===== config.mk =====
export PLATFORM = sky130hd
export DESIGN_NAME = std_div_arbiter_flat
export DESIGN_NICKNAME = d
export VERILOG_FILES = /design/src/rtl/std_div_arbiter_if.sv /design/src/rtl/std_div_arbiter.sv /design/src/flat_wrapper.sv
export SDC_FILE = /design/constraint.sdc
export NUM_CORES = 1
export LEC_CHECK = 0
export ABC_AREA = 1
export ABC_CLOCK_PERIOD_IN_PS = 5000
export CORE_AREA = 2 2 179 181
export CTS_CLUSTER_SIZE = 40
export DETAILED_ROUTE_END_ITERATION = 8
export DIE_AREA = 0 0 181 183
export SKIP_CTS_REPAIR_TIMING = 1
export SLEW_MARGIN = 10
export SYNTH_ARGS = -nofsm -noshare
export SYNTH_HDL_FRONTEND = slang
export SYNTH_SLANG_ARGS = --single-unit

===== constraint.sdc =====
create_clock -name clk -period 5 [get_ports clk]
set_input_delay 0.75 -clock clk [delete_from_list [all_inputs] [get_ports clk]]
set_output_delay 0.75 -clock clk [all_outputs]
set_load 0.01 [all_outputs]

===== src/rtl/std_div_arbiter_if.sv =====
// Request, response and divider channels of the shared-divider arbiter.
// The slave view belongs to the arbiter, the master view to its surroundings.
interface std_div_arbiter_if #(
  parameter int WIDTH   = 32,
  parameter int NUM_REQ = 4
);
  localparam int ID_W = (NUM_REQ > 2) ? $clog2(NUM_REQ) : 1;

  logic [NUM_REQ-1:0]       req_valid;
  logic [NUM_REQ-1:0]       req_ready;
  logic [NUM_REQ*WIDTH-1:0] req_left;
  logic [NUM_REQ*WIDTH-1:0] req_right;

  logic             resp_valid;
  logic             resp_ready;
  logic [ID_W-1:0]  resp_id;
  logic [WIDTH-1:0] resp_quotient;
  logic [WIDTH-1:0] resp_remainder;
  logic             resp_div_by_zero;

  logic             div_go;
  logic [WIDTH-1:0] div_left;
  logic [WIDTH-1:0] div_right;
  logic             div_done;
  logic [WIDTH-1:0] div_quotient;
  logic [WIDTH-1:0] div_remainder;

  modport slave (
    input  req_valid, req_left, req_right, resp_ready,
    input  div_done, div_quotient, div_remainder,
    output req_ready, resp_valid, resp_id,
    output resp_quotient, resp_remainder, resp_div_by_zero,
    output div_go, div_left, div_right
  );

  modport master (
    output req_valid, req_left, req_right, resp_ready,
    output div_done, div_quotient, div_remainder,
    input  req_ready, resp_valid, resp_id,
    input  resp_quotient, resp_remainder, resp_div_by_zero,
    input  div_go, div_left, div_right
  );
endinterface


===== src/rtl/std_div_arbiter.sv =====
// Round-robin front end sharing one multi-cycle divider among requesters.
// Divide-by-zero is answered locally without touching the divider.
module std_div_arbiter #(
  parameter int WIDTH   = 32,
  parameter int NUM_REQ = 4
) (
  input logic clk,
  input logic reset,
  std_div_arbiter_if.slave bus
);
  localparam int ID_W = (NUM_REQ > 2) ? $clog2(NUM_REQ) : 1;

  typedef enum logic [1:0] {IDLE, ISSUE, WAIT, RESP} state_t;

  state_t           state;
  logic [ID_W-1:0]  rr_ptr;
  logic [ID_W-1:0]  g;
  logic [ID_W-1:0]  next_ptr;
  logic             found;
  logic [WIDTH-1:0] sel_left;
  logic [WIDTH-1:0] sel_right;

  logic             resp_valid;
  logic [ID_W-1:0]  resp_id;
  logic [WIDTH-1:0] resp_q;
  logic [WIDTH-1:0] resp_r;
  logic             resp_dz;
  logic             div_go;
  logic [WIDTH-1:0] div_l;
  logic [WIDTH-1:0] div_r;

  // Scan from rr_ptr upward; descending loop lets the nearest hit win.
  always_comb begin
    g     = '0;
    found = 1'b0;
    for (int k = NUM_REQ - 1; k >= 0; k--) begin
      logic [ID_W-1:0] idx;
      idx = ID_W'((int'(rr_ptr) + k) % NUM_REQ);
      if (bus.req_valid[idx]) begin
        g     = idx;
        found = 1'b1;
      end
    end
  end

  always_comb begin
    sel_left  = '0;
    sel_right = '0;
    for (int i = 0; i < NUM_REQ; i++) begin
      if (g == ID_W'(i)) begin
        sel_left  = bus.req_left[i*WIDTH +: WIDTH];
        sel_right = bus.req_right[i*WIDTH +: WIDTH];
      end
    end
  end

  assign next_ptr = (g == ID_W'(NUM_REQ - 1)) ? '0 : g + 1'b1;

  always_comb begin
    bus.req_ready = '0;
    if (state == IDLE && found)
      bus.req_ready[g] = 1'b1;
  end

  always_ff @(posedge clk) begin
    if (reset) begin
      state      <= IDLE;
      rr_ptr     <= '0;
      resp_valid <= 1'b0;
      resp_id    <= '0;
      resp_q     <= '0;
      resp_r     <= '0;
      resp_dz    <= 1'b0;
      div_go     <= 1'b0;
      div_l      <= '0;
      div_r      <= '0;
    end else begin
      unique case (state)
        IDLE: begin
          if (found) begin
            div_l   <= sel_left;
            div_r   <= sel_right;
            resp_id <= g;
            rr_ptr  <= next_ptr;
            if (sel_right == '0) begin
              resp_q     <= '1;
              resp_r     <= sel_left;
              resp_dz    <= 1'b1;
              resp_valid <= 1'b1;
              state      <= RESP;
            end else begin
              resp_dz <= 1'b0;
              div_go  <= 1'b1;
              state   <= ISSUE;
            end
          end
        end
        ISSUE: begin
          div_go <= 1'b0;
          state  <= WAIT;
        end
        WAIT: begin
          if (bus.div_done) begin
            resp_q     <= bus.div_quotient;
            resp_r     <= bus.div_remainder;
            resp_valid <= 1'b1;
            state      <= RESP;
          end
        end
        RESP: begin
          if (bus.resp_ready) begin
            resp_valid <= 1'b0;
            state      <= IDLE;
          end
        end
        default: state <= IDLE;
      endcase
    end
  end

  assign bus.resp_valid       = resp_valid;
  assign bus.resp_id          = resp_id;
  assign bus.resp_quotient    = resp_q;
  assign bus.resp_remainder   = resp_r;
  assign bus.resp_div_by_zero = resp_dz;
  assign bus.div_go           = div_go;
  assign bus.div_left         = div_l;
  assign bus.div_right        = div_r;
endmodule


===== src/flat_wrapper.sv =====
// flat-port wrapper written by rule: the top's interface ports become plain ports
module std_div_arbiter_flat 
#(
  parameter int WIDTH   = 32,
  parameter int NUM_REQ = 4
)
  (clk, reset, bus_req_valid, bus_req_left, bus_req_right, bus_resp_ready, bus_div_done, bus_div_quotient, bus_div_remainder, bus_req_ready, bus_resp_valid, bus_resp_id, bus_resp_quotient, bus_resp_remainder, bus_resp_div_by_zero, bus_div_go, bus_div_left, bus_div_right);
  std_div_arbiter_if #(.WIDTH(WIDTH), .NUM_REQ(NUM_REQ)) bus_i ();
  input logic clk;
  input logic reset;
  input wire logic [$bits(bus_i.req_valid)-1:0] bus_req_valid;
  input wire logic [$bits(bus_i.req_left)-1:0] bus_req_left;
  input wire logic [$bits(bus_i.req_right)-1:0] bus_req_right;
  input wire logic [$bits(bus_i.resp_ready)-1:0] bus_resp_ready;
  input wire logic [$bits(bus_i.div_done)-1:0] bus_div_done;
  input wire logic [$bits(bus_i.div_quotient)-1:0] bus_div_quotient;
  input wire logic [$bits(bus_i.div_remainder)-1:0] bus_div_remainder;
  output wire logic [$bits(bus_i.req_ready)-1:0] bus_req_ready;
  output wire logic [$bits(bus_i.resp_valid)-1:0] bus_resp_valid;
  output wire logic [$bits(bus_i.resp_id)-1:0] bus_resp_id;
  output wire logic [$bits(bus_i.resp_quotient)-1:0] bus_resp_quotient;
  output wire logic [$bits(bus_i.resp_remainder)-1:0] bus_resp_remainder;
  output wire logic [$bits(bus_i.resp_div_by_zero)-1:0] bus_resp_div_by_zero;
  output wire logic [$bits(bus_i.div_go)-1:0] bus_div_go;
  output wire logic [$bits(bus_i.div_left)-1:0] bus_div_left;
  output wire logic [$bits(bus_i.div_right)-1:0] bus_div_right;
  assign bus_i.req_valid = bus_req_valid;
  assign bus_i.req_left = bus_req_left;
  assign bus_i.req_right = bus_req_right;
  assign bus_i.resp_ready = bus_resp_ready;
  assign bus_i.div_done = bus_div_done;
  assign bus_i.div_quotient = bus_div_quotient;
  assign bus_i.div_remainder = bus_div_remainder;
  assign bus_req_ready = bus_i.req_ready;
  assign bus_resp_valid = bus_i.resp_valid;
  assign bus_resp_id = bus_i.resp_id;
  assign bus_resp_quotient = bus_i.resp_quotient;
  assign bus_resp_remainder = bus_i.resp_remainder;
  assign bus_resp_div_by_zero = bus_i.resp_div_by_zero;
  assign bus_div_go = bus_i.div_go;
  assign bus_div_left = bus_i.div_left;
  assign bus_div_right = bus_i.div_right;
  std_div_arbiter #(.WIDTH(WIDTH), .NUM_REQ(NUM_REQ)) u_core (.clk(clk), .reset(reset), .bus(bus_i));
endmodule

**Yosys cells after proc, flatten, opt, wreduce, memory -nomap -nowiden**

Cells that the tools add are included.

- Mux-type cells: 50
- Eq/ne operators: 11
- $lt $le $gt $ge: 6
- Reduce and logical (&&, ||, !) cells: 13
- Add/sub/neg operators: 4

Operator list:

| operator | number |
|---|---|
| $mux W32 | 14 |
| $pmux W32 S2 | 2 |
| $logic_not A32 Y1 | 1 |
| $mux W2 | 9 |
| $mux W1 | 16 |
| $lt A2 B3 Y1 const B | 5 |
| $bmux W1 S2 | 4 |
| $eq A2 B2 Y1 const B | 4 |
| $ne A2 B2 Y1 const B | 4 |
| $pmux W2 S4 | 1 |
| $reduce_and A3 Y1 | 2 |
| $reduce_and A5 Y1 | 1 |
| $add A2 B1 Y2 const B | 2 |
| $add A2 B2 Y2 const B | 2 |
| $eq A2 B1 Y1 const B | 2 |
| $logic_not A2 Y1 | 2 |
| $mux W4 | 1 |
| $reduce_and A4 Y1 | 1 |
| $reduce_bool A2 Y1 | 2 |
| $pmux W1 S3 | 1 |
| $reduce_bool A3 Y1 | 1 |
| $demux W1 S2 | 1 |
| $ge A2 B1 Y1 const B | 1 |
| $logic_and A1 B1 Y1 | 2 |
| 3 further kinds | 3 |

- Register bits: 137
- Input bits: 328
- Output and inout bits: 137
- Word-level logic and storage cells: 94

**Logic depth before layout (Yosys ltp)**

Gate-level depths: netlist of the first run.

- Word-level depth: 16
- Gate-level depth with buffers: 27
- Gate-level depth less buffers: 25

**Worst setup path before layout of the first run**

No wires, ideal clock.

- Kind: input to register
- Start: input port bus_req_valid[0]
- End: register u_core.resp_q[15] (netlist: u_core.bus.resp_quotient[15])
- Setup time: 115 ps
- Stages: 24
- Required time: 4885 ps
- Buffers on the path: 4
- Path slack: 1399 ps
- Arrival: 3486 ps
- Cell sequence: or2_2 > nand3_1 > nand2_1 > inv_1 > nand2_1 > o21ai_0 > inv_1 > ha_1 > buf_2 > buf_2 > a21oi_1 > nand2_1 > a21boi_1 > nand2_1 > nor2_1 > nand2_1 > nor2_2 > nand2_2 > nand2_4 > buf_6 > buf_4 > nand3_1 > nand2_1 > nor2_1

- Cells in the longest elaborated chain, start to end: 14
- Elaborated cells on any way between the ends: 28
- Classes of those cells: eq/ne (5); mux (20); reduce/logical (3)

Ends and longest elaborated chain:

| item | line | RTL |
|---|---|---|
| start, declared | flat_wrapper.sv:11 | `input wire logic [$bits(bus_i.req_valid)-1:0] bus_req_valid;` |
| $bmux W1 S2 | std_div_arbiter.sv:39 | `if (bus.req_valid[idx]) begin` |
| $mux W1 (not written as such) | std_div_arbiter.sv:39 |  |
| $mux W2 (3 in series) | std_div_arbiter.sv:39 |  |
| $mux W2 (*) | std_div_arbiter.sv:39 |  |
| via u_core.g[0] | std_div_arbiter.sv:17 | `logic [ID_W-1:0] g;` |
| $logic_not A2 Y1 | std_div_arbiter.sv:50 | `if (g == ID_W'(i)) begin` |
| $mux W32 (3 in series) | std_div_arbiter.sv:50 |  |
| $mux W32 (*) | std_div_arbiter.sv:50 |  |
| $logic_not A32 Y1 (*) | std_div_arbiter.sv:85 | `if (sel_right == '0) begin` |
| $ne A2 B2 Y1 (no line) (*) | - |  |
| $reduce_and A4 Y1 (no line) (*) | - |  |
| end signal, assigned | std_div_arbiter.sv:104 | `resp_q <= bus.div_quotient;` |
| end, declared | std_div_arbiter.sv:25 | `logic [WIDTH-1:0] resp_q;` |

Mark *: on every way through the listed nets, which the timed path passes. The rest lies on a longest branch. The select of a mux whose other input is x is not followed.
A chain may end at the register's enable or synchronous reset.

**Final worst setup path of the first run**

- Start: input port bus_req_valid[3]
- End: output port bus_req_ready[2]

- Cells in the longest elaborated chain, start to end: 11
- Elaborated cells on any way between the ends: 23
- Classes of those cells: order compare (2); mux (19); reduce/logical (2)

Ends and longest elaborated chain:

| item | line | RTL |
|---|---|---|
| $bmux W1 S2 | std_div_arbiter.sv:39 |  |
| $mux W1 (not written as such) | std_div_arbiter.sv:39 |  |
| $mux W2 (3 in series) | std_div_arbiter.sv:39 |  |
| $mux W2 (*) | std_div_arbiter.sv:39 |  |
| via u_core.g[1] | std_div_arbiter.sv:17 |  |
| $lt A2 B3 Y1 (not written as such) or $ge A2 B1 Y1 (tied branches) | std_div_arbiter.sv:62 | `bus.req_ready[g] = 1'b1;` |
| $logic_and A1 B1 Y1 (not written as such) | std_div_arbiter.sv:62 |  |
| $mux W1 (not written as such) | std_div_arbiter.sv:62 |  |
| $demux W1 S2 (*) | - |  |
| $mux W4 (*) | std_div_arbiter.sv:61 | `if (state == IDLE && found)` |
| end, declared | flat_wrapper.sv:18 | `output wire logic [$bits(bus_i.req_ready)-1:0] bus_req_ready;` |

Marks and branches as above.

==> run_results.csv, run 1 <==
group,metric,value,unit
run_status,status,"finished, final reports clean",
die,fp.dieW,181,um
timing,hold_violations,0,
synthesis,ys_warn_count,0,
power_and_ir_drop,power_switching,0.005500,W
critical_path,r2r_start,"u_core.rr_ptr[0]",
power_and_ir_drop,pwr-share-clk,12.2,%
drt,finalWirelength,38100,um
grt,grt_pass1_vias,9682,
drt,drt_iter0_markers,586,
timing,fin_ws,0.5481,ns
grt,grt-ovfl-total,0,
cells_and_area,finalNonFillerCells,2142,
synthesis,synth.distinct_cells,30,
drt,wl_per_cell,17.79,um
die,initial_core_util,25.93,%
critical_path,crit_start,"bus_req_valid[3]",
synthesis,synth_nets,1649,
grt,busiest_layer,"met2",
min_path,holdPathStages,2,
power_and_ir_drop,seqPwrFrac,17.1,%
timing,fmax,224.6,MHz
synthesis,synth_area_leader_cell,"dfxtp_1",
drt,first_pass_iters,5,
critical_path,required,4.25,ns
synthesis,synth_top_area_share,33.87,%
place,place_ws,0.2719,ns
grt,use_met2,38.25,%
die,die_y,183,um
cts,clk_pin_slew,0.07,ns
critical_path,reg2reg_to,"u_core.bus.resp_remainder[17]",
grt,grt_first_pass_wirelength,55900,um
die,core,0.03123,sq mm
synthesis,synth_area,0.008098,sq mm
cts,clk_latency,0.43,ns
grt,grt_use_total,22.00,%
grt,grt_max_degree,106,
power_and_ir_drop,p_int,0.005201,W
timing,finalCritPeriodShare,89.04,%
synthesis,ys_seq_elements,137,
power_and_ir_drop,swShare,51.40,%
timing,final.setup.tns,0,ns
die,io_pins,465,
grt,use_met3,5.222,%
cts,cts_buffers,17,
critical_path,reg2reg_slack,0.98,ns
min_path,hp-class,"reg -> reg",
critical_path,criticalPathCategory,"in -> out",
power_and_ir_drop,p_leak,5.760,nW
drt,ant_nets,0,
critical_path,critPathArrivalTime,3.70,ns
timing,worst_pin_slew,1.052,ns
critical_path,path_max_fanout,33,
power_and_ir_drop,p_total,0.01070,W
timing,rsz0062_at_grt,"no",
place,hpwlAfterDp,29170,um
place,dpl.cell_count,2109,
synthesis,yosysSeqAreaShare,33.87,%
drt,drcViolationCount,0,
drt,dr_total_vias,10090,
timing,fin_skew,0.01381,ns
cts,htreeDepth,4,
job,cap_violations,0,
cts,cts_tree,"yes",
synthesis,synthTopCellsByArea,"dfxtp_1 34%, nand2_1 17%, nor2_1 13%, a21oi_1 7.4%, o21ai_0 4.7%",
power_and_ir_drop,vdd_drop_max,0.4324,mV
synthesis,syn_inst,1311,
critical_path,cp-start-kind,"input pin",
cts,cts_sinks,137,
timing,min_period,4.452,ns
die,dieArea,0.03312,sq mm
power_and_ir_drop,p_comb_share,70.7,%
cells_and_area,n_fill_cell,3270,
critical_path,rr_worst_depth,24,
cells_and_area,post-route-util,43.82,%
place,place.gp.congestion,0.9148,
cells_and_area,area_growth,68.99,%
die,rows,65,
power_and_ir_drop,p_per_area,782.0,mW/mm^2
cells_and_area,layout.nets,2064,
place,io_buffers,464,
synthesis,avgSynthCellArea,6.177,sq um
grt,grt_antenna_before_repair,1,
cts,clockBufferDepth,2,
critical_path,setup.worst_path.end,"bus_req_ready[2]",
timing,finalSetupViolCount,0,
timing,maxSlewHeadroom,29.87,%
critical_path,crit_path_end_kind,"output port",
grt,met1_usage,26.17,%
cts,cts_root_buffer,"clkbuf_16",
min_path,hp-start,"u_core.bus.resp_quotient[31]",
drt,viasPerCell,4.711,
cells_and_area,drive_gt1_share,5.003,%
timing,slew_viol_final,0,
==> how the worst min path moves through the flow <==
stage | slack, ns | endpoint
after CTS | 0.48 | u_core.bus.resp_id[0]
after global placement | 0.46 | u_core.bus.resp_quotient[26]
final | 0.48 | u_core.bus.resp_quotient[31]
after global routing | 0.50 | u_core.bus.resp_id[0]
after detailed placement | 0.47 | u_core.bus.resp_quotient[31]
after floorplan | 0.48 | u_core.bus.resp_id[0]
==> cell type report <==
| cell class | count | area, sq um | area share, % |
|---|---|---|---|
| multi-input combinational | 1013 | 4663 | 34.08 |
| clock inverter | 14 | 153.9 | 1.125 |
| clock buffer | 18 | 439.2 | 3.209 |
| tap | 402 | 503.0 | 3.676 |
| timing repair buffer | 496 | 4947 | 36.15 |
| sequential | 137 | 2743 | 20.04 |
| antenna | 1 | 2.502 | 0.01829 |
| inverter | 61 | 232.7 | 1.701 |
==> worst max-delay path, stage by stage <==
cell and delay, ns:
clkdlybuf4s50_1 0.48, inv_1 0.05, o21ai_0 0.22, nand2_1 0.10, a21boi_0 0.16, o21ai_0 0.10, nand2_1 0.06, nand2_1 0.12
inv_1 0.14, ha_2 0.26, inv_2 0.06, buf_4 0.19, buf_4 0.26, nor2_1 0.15, clkdlybuf4s50_1 0.56
==> synth_stat cells <==
master and number:
a21oi_2 1, a211oi_1 1, xnor2_1 1, buf_1 13
ha_1 10, o21ai_0 76, a21boi_1 26, dfxtp_1 137
clkinv_1 3, buf_2 29, a21boi_0 3, nand2_4 2
clkbuf_1 45, nand3b_1 2, a21oi_1 120, buf_6 8
nand2_2 1, buf_4 5, nor2_2 3, a221oi_1 27
xor2_1 1, inv_2 2, or2_2 5, nor3_1 2
a22o_1 5, inv_1 56, nand3_1 51, nand2_1 359
o31ai_1 27, nor2_1 290
==> registers in the layout (all words and copies together), names as in the netlist, 2 cells and up <==
register / flops
u_core.state: 2
u_core.bus.resp_remainder: 32
u_core.bus.div_right: 32
u_core.bus.resp_id: 2
u_core.bus.div_left: 32
u_core.bus.resp_quotient: 32
u_core.rr_ptr: 2
==> metal layers <==
metal  vias to the layer above  wire length (um)
li1                       5067                 -
met1                      4583             15820
met2                       387             18350
met3                        55              2733
met4                         0              1197
met5                         -                 0
==> logic make-up after synthesis <==
| kind of cell | after synthesis | share of synthesized area (%) |
|---|---|---|
| xor gates and xnor gates | 2 | 0.2164 |
| adders and majority gates | 10 | 1.545 |
| buffers and inverters | 161 | 8.885 |
| and+or+nand+nor | 715 | 34.52 |
| AOI/OAI and AO/OA | 286 | 20.97 |
| DFF | 137 | 33.87 |
==> cells in the final DEF, fill, tap and decap left out, drive strengths merged, types with 4 or more instances in the layout <==
master,Yosys,final
clkbuf,45,18
o31ai,27,27
clkdlybuf4s50,0,464
a221oi,27,27
nand3,51,51
a22o,5,5
or2,5,5
o21ai,76,76
nor2,293,293
clkinv,3,4
a21boi,29,29
buf,55,32
inv,58,68
a21oi,121,121
dfxtp,137,137
ha,10,10
nand2,362,362
==> power by group through the flow <==
stage | Combinational [W] | Clock [W] | Sequential, W
CTS | 0.00762 | 0.00134 | 0.00183
floorplan | 0.00444 | 0 | 0.00200
global route | 0.00838 | 0.00138 | 0.00188
detailed placement | 0.00758 | 0 | 0.00184
global placement | 0.00759 | 0 | 0.00183
finish | 0.00757 | 0.00131 | 0.00183
==> per-stage QoR <==
stage / instance area (sq um) / hold WS (ns)
3_3_place_gp: 13090 / 0.4621
2_1_floorplan: 8098 / 0.4839
3_5_place_dp: 13090 / 0.4677
6_report: 13680 / 0.4829
4_1_cts: 13680 / 0.4822
5_1_grt: 13680 / 0.4961
Power figures use the tool's default switching activity.
==> inputs of run 2 (changes only) <==
GPL_TIMING_DRIVEN = 1   (was unset)
==> results of run 2 <==
Same layout as run 1: the final DEF is identical, and so are final timing and power.
